## src/rtl/dtree_feature_loader.sv

```systemverilog
// dtree_feature_loader: assembles a byte-serial feature frame into a parallel bus and
// samples the tree class after a settle interval, with a valid/ready result handshake.
module dtree_feature_loader #(
  parameter int NUM_FEATURES  = 5,
  parameter int FEAT_W        = 8,
  parameter int CLASS_W       = 2,
  parameter int SETTLE_CYCLES = 2
) (
  input  logic                           clk,
  input  logic                           rst,
  input  logic                           in_valid,
  output logic                           in_ready,
  input  logic [FEAT_W-1:0]              in_data,
  input  logic                           in_last,
  output logic [NUM_FEATURES*FEAT_W-1:0] feat_bus,
  input  logic [CLASS_W-1:0]             tree_class,
  output logic                           out_valid,
  input  logic                           out_ready,
  output logic [CLASS_W-1:0]             out_class,
  output logic                           err_frame,
  output logic [15:0]                    frame_cnt
);
  localparam int IW = NUM_FEATURES > 1 ? $clog2(NUM_FEATURES) : 1;
  localparam int TW = $clog2(SETTLE_CYCLES + 1);
  localparam logic [IW-1:0] LAST_IDX = IW'(NUM_FEATURES - 1);
  localparam logic [TW-1:0] SETTLE_INIT = TW'(SETTLE_CYCLES);
  localparam logic [TW-1:0] SETTLE_DONE = TW'(1);
  typedef enum logic [1:0] {LOAD, SETTLE, HOLD, DRAIN} state_t;
  state_t                               state_q;
  logic [IW-1:0]                        idx_q;
  logic [TW-1:0]                        cnt_q;
  logic [NUM_FEATURES-1:0][FEAT_W-1:0]  feat_q;
  logic                                 out_valid_q;
  logic                                 err_frame_q;
  logic [CLASS_W-1:0]                   out_class_q;
  logic [15:0]                          frame_cnt_q;
  assign in_ready  = state_q == LOAD || state_q == DRAIN;
  assign feat_bus  = feat_q;
  assign out_valid = out_valid_q;
  assign out_class = out_class_q;
  assign err_frame = err_frame_q;
  assign frame_cnt = frame_cnt_q;
  always_ff @(posedge clk) begin
    if (rst) begin
      state_q     <= LOAD;
      idx_q       <= '0;
      cnt_q       <= '0;
      feat_q      <= '0;
      out_valid_q <= 1'b0;
      err_frame_q <= 1'b0;
      out_class_q <= '0;
      frame_cnt_q <= '0;
    end else begin
      err_frame_q <= 1'b0;
      case (state_q)
        LOAD: if (in_valid) begin
          feat_q[idx_q] <= in_data;
          if (idx_q == LAST_IDX) begin
            // A full slot set ends the frame; a missing in_last means the frame is too long.
            idx_q       <= '0;
            cnt_q       <= SETTLE_INIT;
            err_frame_q <= !in_last;
            state_q     <= in_last ? SETTLE : DRAIN;
          end else if (in_last) begin
            idx_q       <= '0;
            err_frame_q <= 1'b1;
          end else begin
            idx_q <= idx_q + 1'b1;
          end
        end
        SETTLE: begin
          cnt_q <= cnt_q - 1'b1;
          if (cnt_q == SETTLE_DONE) begin
            out_class_q <= tree_class;
            out_valid_q <= 1'b1;
            state_q     <= HOLD;
          end
        end
        HOLD: if (out_ready) begin
          out_valid_q <= 1'b0;
          frame_cnt_q <= frame_cnt_q + 16'd1;
          state_q     <= LOAD;
        end
        DRAIN: if (in_valid && in_last) state_q <= LOAD;
        default: state_q <= LOAD;
      endcase
    end
  end
endmodule

```

## config.mk

```make
export PLATFORM = sky130hd
export DESIGN_NAME = dtree_feature_loader
export DESIGN_NICKNAME = d
export VERILOG_FILES = /design/src/rtl/dtree_feature_loader.sv
export SDC_FILE = /design/constraint.sdc
export NUM_CORES = 1
export LEC_CHECK = 0
export CAP_MARGIN = 20
export CORE_ASPECT_RATIO = 1.2
export CORE_MARGIN = 4
export CORE_UTILIZATION = 52
export DETAILED_ROUTE_END_ITERATION = 8
export GPL_TIMING_DRIVEN = 0
export PLACE_DENSITY = 0.95
export SLEW_MARGIN = 20
export SYNTH_ARGS = -nofsm -noshare
export SYNTH_HDL_FRONTEND = slang
export SYNTH_SLANG_ARGS = --single-unit
```

## constraint.sdc

```tcl
create_clock -name clk -period 2.6 [get_ports clk]
set_input_delay 0.52 -clock clk [delete_from_list [all_inputs] [get_ports clk]]
set_output_delay 0.52 -clock clk [all_outputs]
set_load 0.02 [all_outputs]
```

## Word level (Yosys, flattened, before mapping)

Index checks and enable logic that the tools add are counted.

| storage, ports and cells | value |
|---|---|
| register bits | 67 |
| bits in latches | 0 |
| RAM bits | 0 |
| bits in read-only memories | 0 |
| bits of input ports | 15 |
| output and inout bits | 61 |
| word-level logic and storage cells | 63 |
| memories kept | 0 |

| operators by class | value |
|---|---|
| $add $sub $neg | 3 |
| $mul | 0 |
| div/mod/pow operators | 0 |
| magnitude comparators | 2 |
| equality and inequality tests | 10 |
| shifts and indexed selects | 0 |
| mux-type cells | 20 |
| bitwise logic cells | 2 |
| reductions and logical operators | 14 |

Operators by type and width:

| cell | count |
|---|---|
| $bwmux 40 | 1 |
| $demux 8 s3 | 1 |
| $add 16x1->16 const B | 1 |
| $mux 2 | 8 |
| $mux 8 | 1 |
| $pmux 2 s4 | 1 |
| $mux 3 | 2 |
| $ne 2x2->1 const B | 3 |
| $reduce_and 2->1 | 3 |
| $reduce_and 3->1 | 2 |
| $reduce_and 5->1 | 1 |
| $eq 2x1->1 const B | 2 |
| $eq 2x2->1 const B | 2 |
| $lt 3x4->1 const B | 1 |
| $mux 1 | 4 |
| $ne 2x1->1 const B | 2 |
| $pmux 2 s2 | 1 |
| $reduce_bool 2->1 | 2 |
| $add 3x1->3 const B | 1 |
| $eq 3x3->1 const B | 1 |
| $ge 3x1->1 const B | 1 |
| $reduce_or 3->1 | 1 |
| $logic_and 1x1->1 | 2 |
| $logic_not 2->1 | 1 |
| other kinds (5) | 6 |

## Logic depth before layout (Yosys ltp)

Gate-level depths: netlist of run 1.

| logic depth | value |
|---|---|
| depth after elaboration | 5 |
| mapped depth | 8 |
| gate-level depth less buffers | 6 |

## Worst setup path before layout of run 1

OpenSTA, ideal clock, no wires.

| timing path | value |
|---|---|
| path kind | register -> register |
| from | register state_q[0] |
| to | register feat_q, in the netlist feat_bus[14] |
| library setup time | 0.128 ns |
| arrival time | 1.539 ns |
| data required time | 2.472 ns |
| slack | 0.934 ns |
| cell stages (with the launch flop) | 9 |
| path buffers | 2 |
| period minus slack after synthesis | 1.666 ns |
| path through | dfxtp_1 inv_1 ha_1 and3b_1 buf_6 and3_4 buf_12 mux2i_1 nor2_1 |

| on the way | value |
|---|---|
| word-level cells in the longest chain between the ends | 2 |

Ends and longest elaborated chain:

| element | RTL line | RTL |
|---|---|---|
| start, declared | 29 | `state_t state_q;` |
| start signal, assigned | 63 | `state_q <= in_last ? SETTLE : DRAIN;` |
| $logic_not 2->1 | 55 | `case (state_q)` |
| $reduce_and 2->1 (no source line) | - |  |
| end signal, assigned by index | 57 | `feat_q[idx_q] <= in_data;` |
| end, declared | 32 | `logic [NUM_FEATURES-1:0][FEAT_W-1:0] feat_q;` |

Every way passes these cells.
A chain may end at the register's enable or synchronous reset.

## Final worst setup path of run 1

| timing path | value |
|---|---|
| from | register state_q[0] |
| to | output in_ready |

| on the way | value |
|---|---|
| word-level cells in the longest chain between the ends | 2 |
| elaborated cells on any way between the ends | 3 |
| those cells by class | eq/ne (1); reduce/logical (2) |

Ends and longest elaborated chain:

| element | RTL line | RTL |
|---|---|---|
| $eq 2x2->1 / $logic_not 2->1 (equally long branches) | 37 | `assign in_ready = state_q == LOAD \|\| state_q == DRAIN;` |
| $logic_or 1x1->1 * | 37 |  |
| end, declared | 12 | `output logic in_ready,` |

Mark *: on every way between the ends. The rest lies on a longest branch, timed or not.

==> qor.log, run 1 <==
qor: critical_path.setup.worst_path.class flop to output pin
qor: die.floorplan_die_area 6710 um^2
qor: layout.most_common_library_cell_in_the_layout_ignoring_fill_and_taps clkdlybuf4s50_1
qor: critical_path.cell_chain_critical_path inv_1, ha_1, inv_1, clkdlybuf4s50_1
qor: yosys.syn-num-nets 310
qor: pwr.max-vdd-ir-drop 0.000518 V
qor: sta.timing.final.hold_violations 0
qor: yosys.synthDominantAreaCellType dfxtp_1
qor: cts.tritoncts_num_sinks 67
qor: global_routing.grt_first_pass_wirelength 12200 um
qor: routing.remaining_drc_errors 0
qor: yosys.synth_seq_cells 67
qor: yosys.syn-instance-count 286
qor: sta.rsz_0062_raised_after_global_routing no
qor: sta.maxClockFrequency 0.431 GHz
qor: global_routing.grt_overflow 0
qor: yosys.synth_warnings 0
qor: layout.post-route-cell-area 3860 um^2
qor: cts.clock-root-buffer clkbuf_8
qor: critical_path.timing.critical_path.fanout_max 4
qor: die.io_pins 76
qor: cts.post_cts_resize_count 0
qor: pwr.static-leakage-power 1.51 nW
qor: die.rows 29
qor: outcome.outcome finished clean
qor: yosys.synth_sequential_area_ratio 0.473
qor: pwr.power.internal 0.00180 W
qor: routing.drt_pre_antenna_iters 5
qor: placed_design.port_buffers 75
qor: die.dieHeight 88.9 um
qor: critical_path.critical_path_required 2.08 ns
qor: yosys.synth.lib_cells_used.distinct 37
qor: critical_path.crit_path_frequent_cell inv_1
qor: pwr.total_switching_power 0.000751 W
qor: sta.fin_worst_skew 0.0111 ns
qor: critical_path.worstPathArrival 1.80 ns
qor: sta.timing.setup.tns 0 ns
qor: pwr.seqPwrFrac 0.438
qor: sta.worstMarginPinSlew 0.630 ns
qor: cts.largest_buffer_count_on_any_clock_path 2
qor: sta.slew-limit-headroom 0.580
qor: layout.nNetsFinal 396
qor: cts.path_clk_slew 0.08 ns
qor: layout.antenna_cells 0
qor: global_routing.grt_antenna_before_repair 0
qor: routing.detail_route.wirelength 7430 um
qor: placed_design.globalplace.congestion 0.797
qor: layout.areaGrowthSynthToFinish 35.9%
qor: yosys.synth_top_area_share 0.473
qor: flow_run.max-cap-violations 0
qor: routing.post_drt_wl_per_cell 17.0 um
qor: cts.cts-hold-fix-buffers 0
qor: cts.worstSkewPairLatency 0.35 ns
qor: routing.m1WireLength 3030 um
qor: routing.met3_length 587 um
qor: yosys.mappedNetlistArea 2840 um^2
qor: pwr.clockPowerShare 0.333
qor: yosys.post_synth_main_area_contributors dfxtp_1, mux2i_1, nor2_1
qor: cts.post_cts.repair.setup_buffers 0
qor: global_routing.grt_start_max_net_pins 12
qor: cts.cts-htree-levels 3
qor: global_routing.first_global_vias 2558
qor: layout.drive_gt1_frac 0.0771
qor: critical_path.worstSetupEndpointType output pin
qor: sta.period_share 0.892
qor: routing.drt_first_iter_violations 147
qor: yosys.synthesis.area_per_instance 9.92 um^2
qor: pwr.netSwitchingFraction 0.294
qor: critical_path.r2r.worst_path.cells 8
qor: sta.final-max-slew-violation-count 0
qor: routing.postRouteAntennaNets 0
qor: worst_hold_path.hold_path_class flop to flop
qor: cts.cts-buffers-inserted 9
qor: critical_path.timing.critical_path.from_type flop
qor: critical_path.slowest_stage clkdlybuf4s50_1
qor: layout.most_frequent_cells_in_the_layout clkdlybuf4s50_1, dfxtp_1, nor2_1
qor: die.starting_density_of_the_core 0.536
qor: worst_hold_path.timing.hold.worst_path_depth 2
qor: cts.cts_tree built
qor: routing.dr_total_vias 2371
qor: routing.maxUsedRoutingLayer met4
qor: sta.min_period 2.32 ns
qor: pwr.power.density_cell_area 662 nW/um^2
qor: die.design.core.area 5300 um^2
qor: placed_design.place_area 3670 um^2
qor: die.die_w 75.4 um
qor: routing.via_per_inst 5.41
qor: global_routing.gr-usage-all-layers 0.243
qor: routing.sum_of_met2_wire_segment_lengths_after_detailed_routing 3680 um
qor: placed_design.dp_hpwl 5140 um
qor: critical_path.critical-path-max-stage-delay 0.59 ns
qor: pwr.pwr-share-comb 0.229
qor: sta.report.final.setup_viol 0
-- stage by stage --
stage	utilization	worst slack, ns	hold WS (ns)	total power (W)	cells
6_report	0.728	0.280	0.467	0.00256	438
5_1_grt	0.728	0.193	0.494	0.00265	438
4_1_cts	0.728	0.261	0.469	0.00256	438
3_5_place_dp	0.692	0.345	0.458	0.00172	423
3_3_place_gp	0.692	0.428	0.445	0.00170	423
2_1_floorplan	-	0.934	0.444	0.00152	286
-- cells in the mapped netlist, drive strengths merged --
cell type  number
nand4           8
nand2          15
a21oi           9
a31o            1
a32oi           1
xor2            6
mux2            2
clkbuf          6
a21o            1
a2111oi         1
and3            2
ha              9
a211oi          3
nor2           60
nor3            7
nor4            4
and4            1
nand4b          1
a21boi          1
nand3           9
o211ai          1
mux2i          43
nor2b           4
inv             9
buf             5
dfxtp          67
xnor2           8
o21bai          1
and3b           1
-- cell families after synthesis --
family | Yosys count | synth area share
buffers and inverters | 20 | 0.0410
xor gates and xnor gates | 14 | 0.0432
adders and majority gates | 9 | 0.0397
and+or+nand+nor | 112 | 0.194
muxes | 45 | 0.160
DFF | 67 | 0.473
AOI/OAI and AO/OA | 19 | 0.0503
-- layout make-up --
cell class	count	area, um^2
multi-input cells	199	1380
inverters	9	33.8
fillers	365	1440
well taps	62	77.6
flip-flops and latches	67	1340
plain buffers	11	82.6
repair buffers	75	751
clock buffers	10	138
clock inverters	5	53.8
-- power by group through the flow --
stage	sequential [W]	combinational [W]	clock [W]
6_report	0.00112	0.000585	0.000851
5_1_grt	0.00112	0.000628	0.000900
4_1_cts	0.00112	0.000585	0.000853
3_5_place_dp	0.00114	0.000576	0
3_3_place_gp	0.00113	0.000563	0
2_1_floorplan	0.00117	0.000342	0
-- flip-flops by register name, indices dropped and copies added, names as in the netlist --
register / count
cnt_q: 2
err_frame: 1
feat_bus: 40
frame_cnt: 16
idx_q: 3
out_class: 2
out_valid: 1
state_q: 2
-- path summary, 6_finish.rpt --
kind	slack [ns]	startpoint	to
setup / recovery	0.28	state_q[0]	in_ready
hold reg to reg	0.47	out_class[1]	out_class[1]
setup reg to reg	0.60	state_q[0]	feat_bus[17]
hold / removal	0.47	out_class[1]	out_class[1]
-- worst max-delay path: cells and delay by family, from the launching register on --
family | cells | cell delay (ns)
buffers and inverters | 3 | 0.75
DFF | 1 | 0.39
adders and majority gates | 1 | 0.31
-- layer usage --
| layer | track usage | vias up |
|---|---|---|
| met5 | 0.0317 | - |
| met4 | 0.100 | 0 |
| met3 | 0.0956 | 15 |
| met2 | 0.412 | 74 |
| met1 | 0.267 | 1133 |
| li1 | - | 1149 |
No activity file was read; power rests on OpenSTA's default activity.
==> inputs of run 2 (changes only) <==
--- a/config.mk
+++ b/config.mk
@@ -12,6 +12,8 @@
 export DETAILED_ROUTE_END_ITERATION = 8
 export GPL_TIMING_DRIVEN = 0
 export PLACE_DENSITY = 0.95
+export SETUP_SLACK_MARGIN = 0.15
+export SKIP_CTS_REPAIR_TIMING = 1
 export SLEW_MARGIN = 20
 export SYNTH_ARGS = -nofsm -noshare
 export SYNTH_HDL_FRONTEND = slang
==> results of run 2 <==
No change in the layout: final DEF, timing and power equal those of run 1.
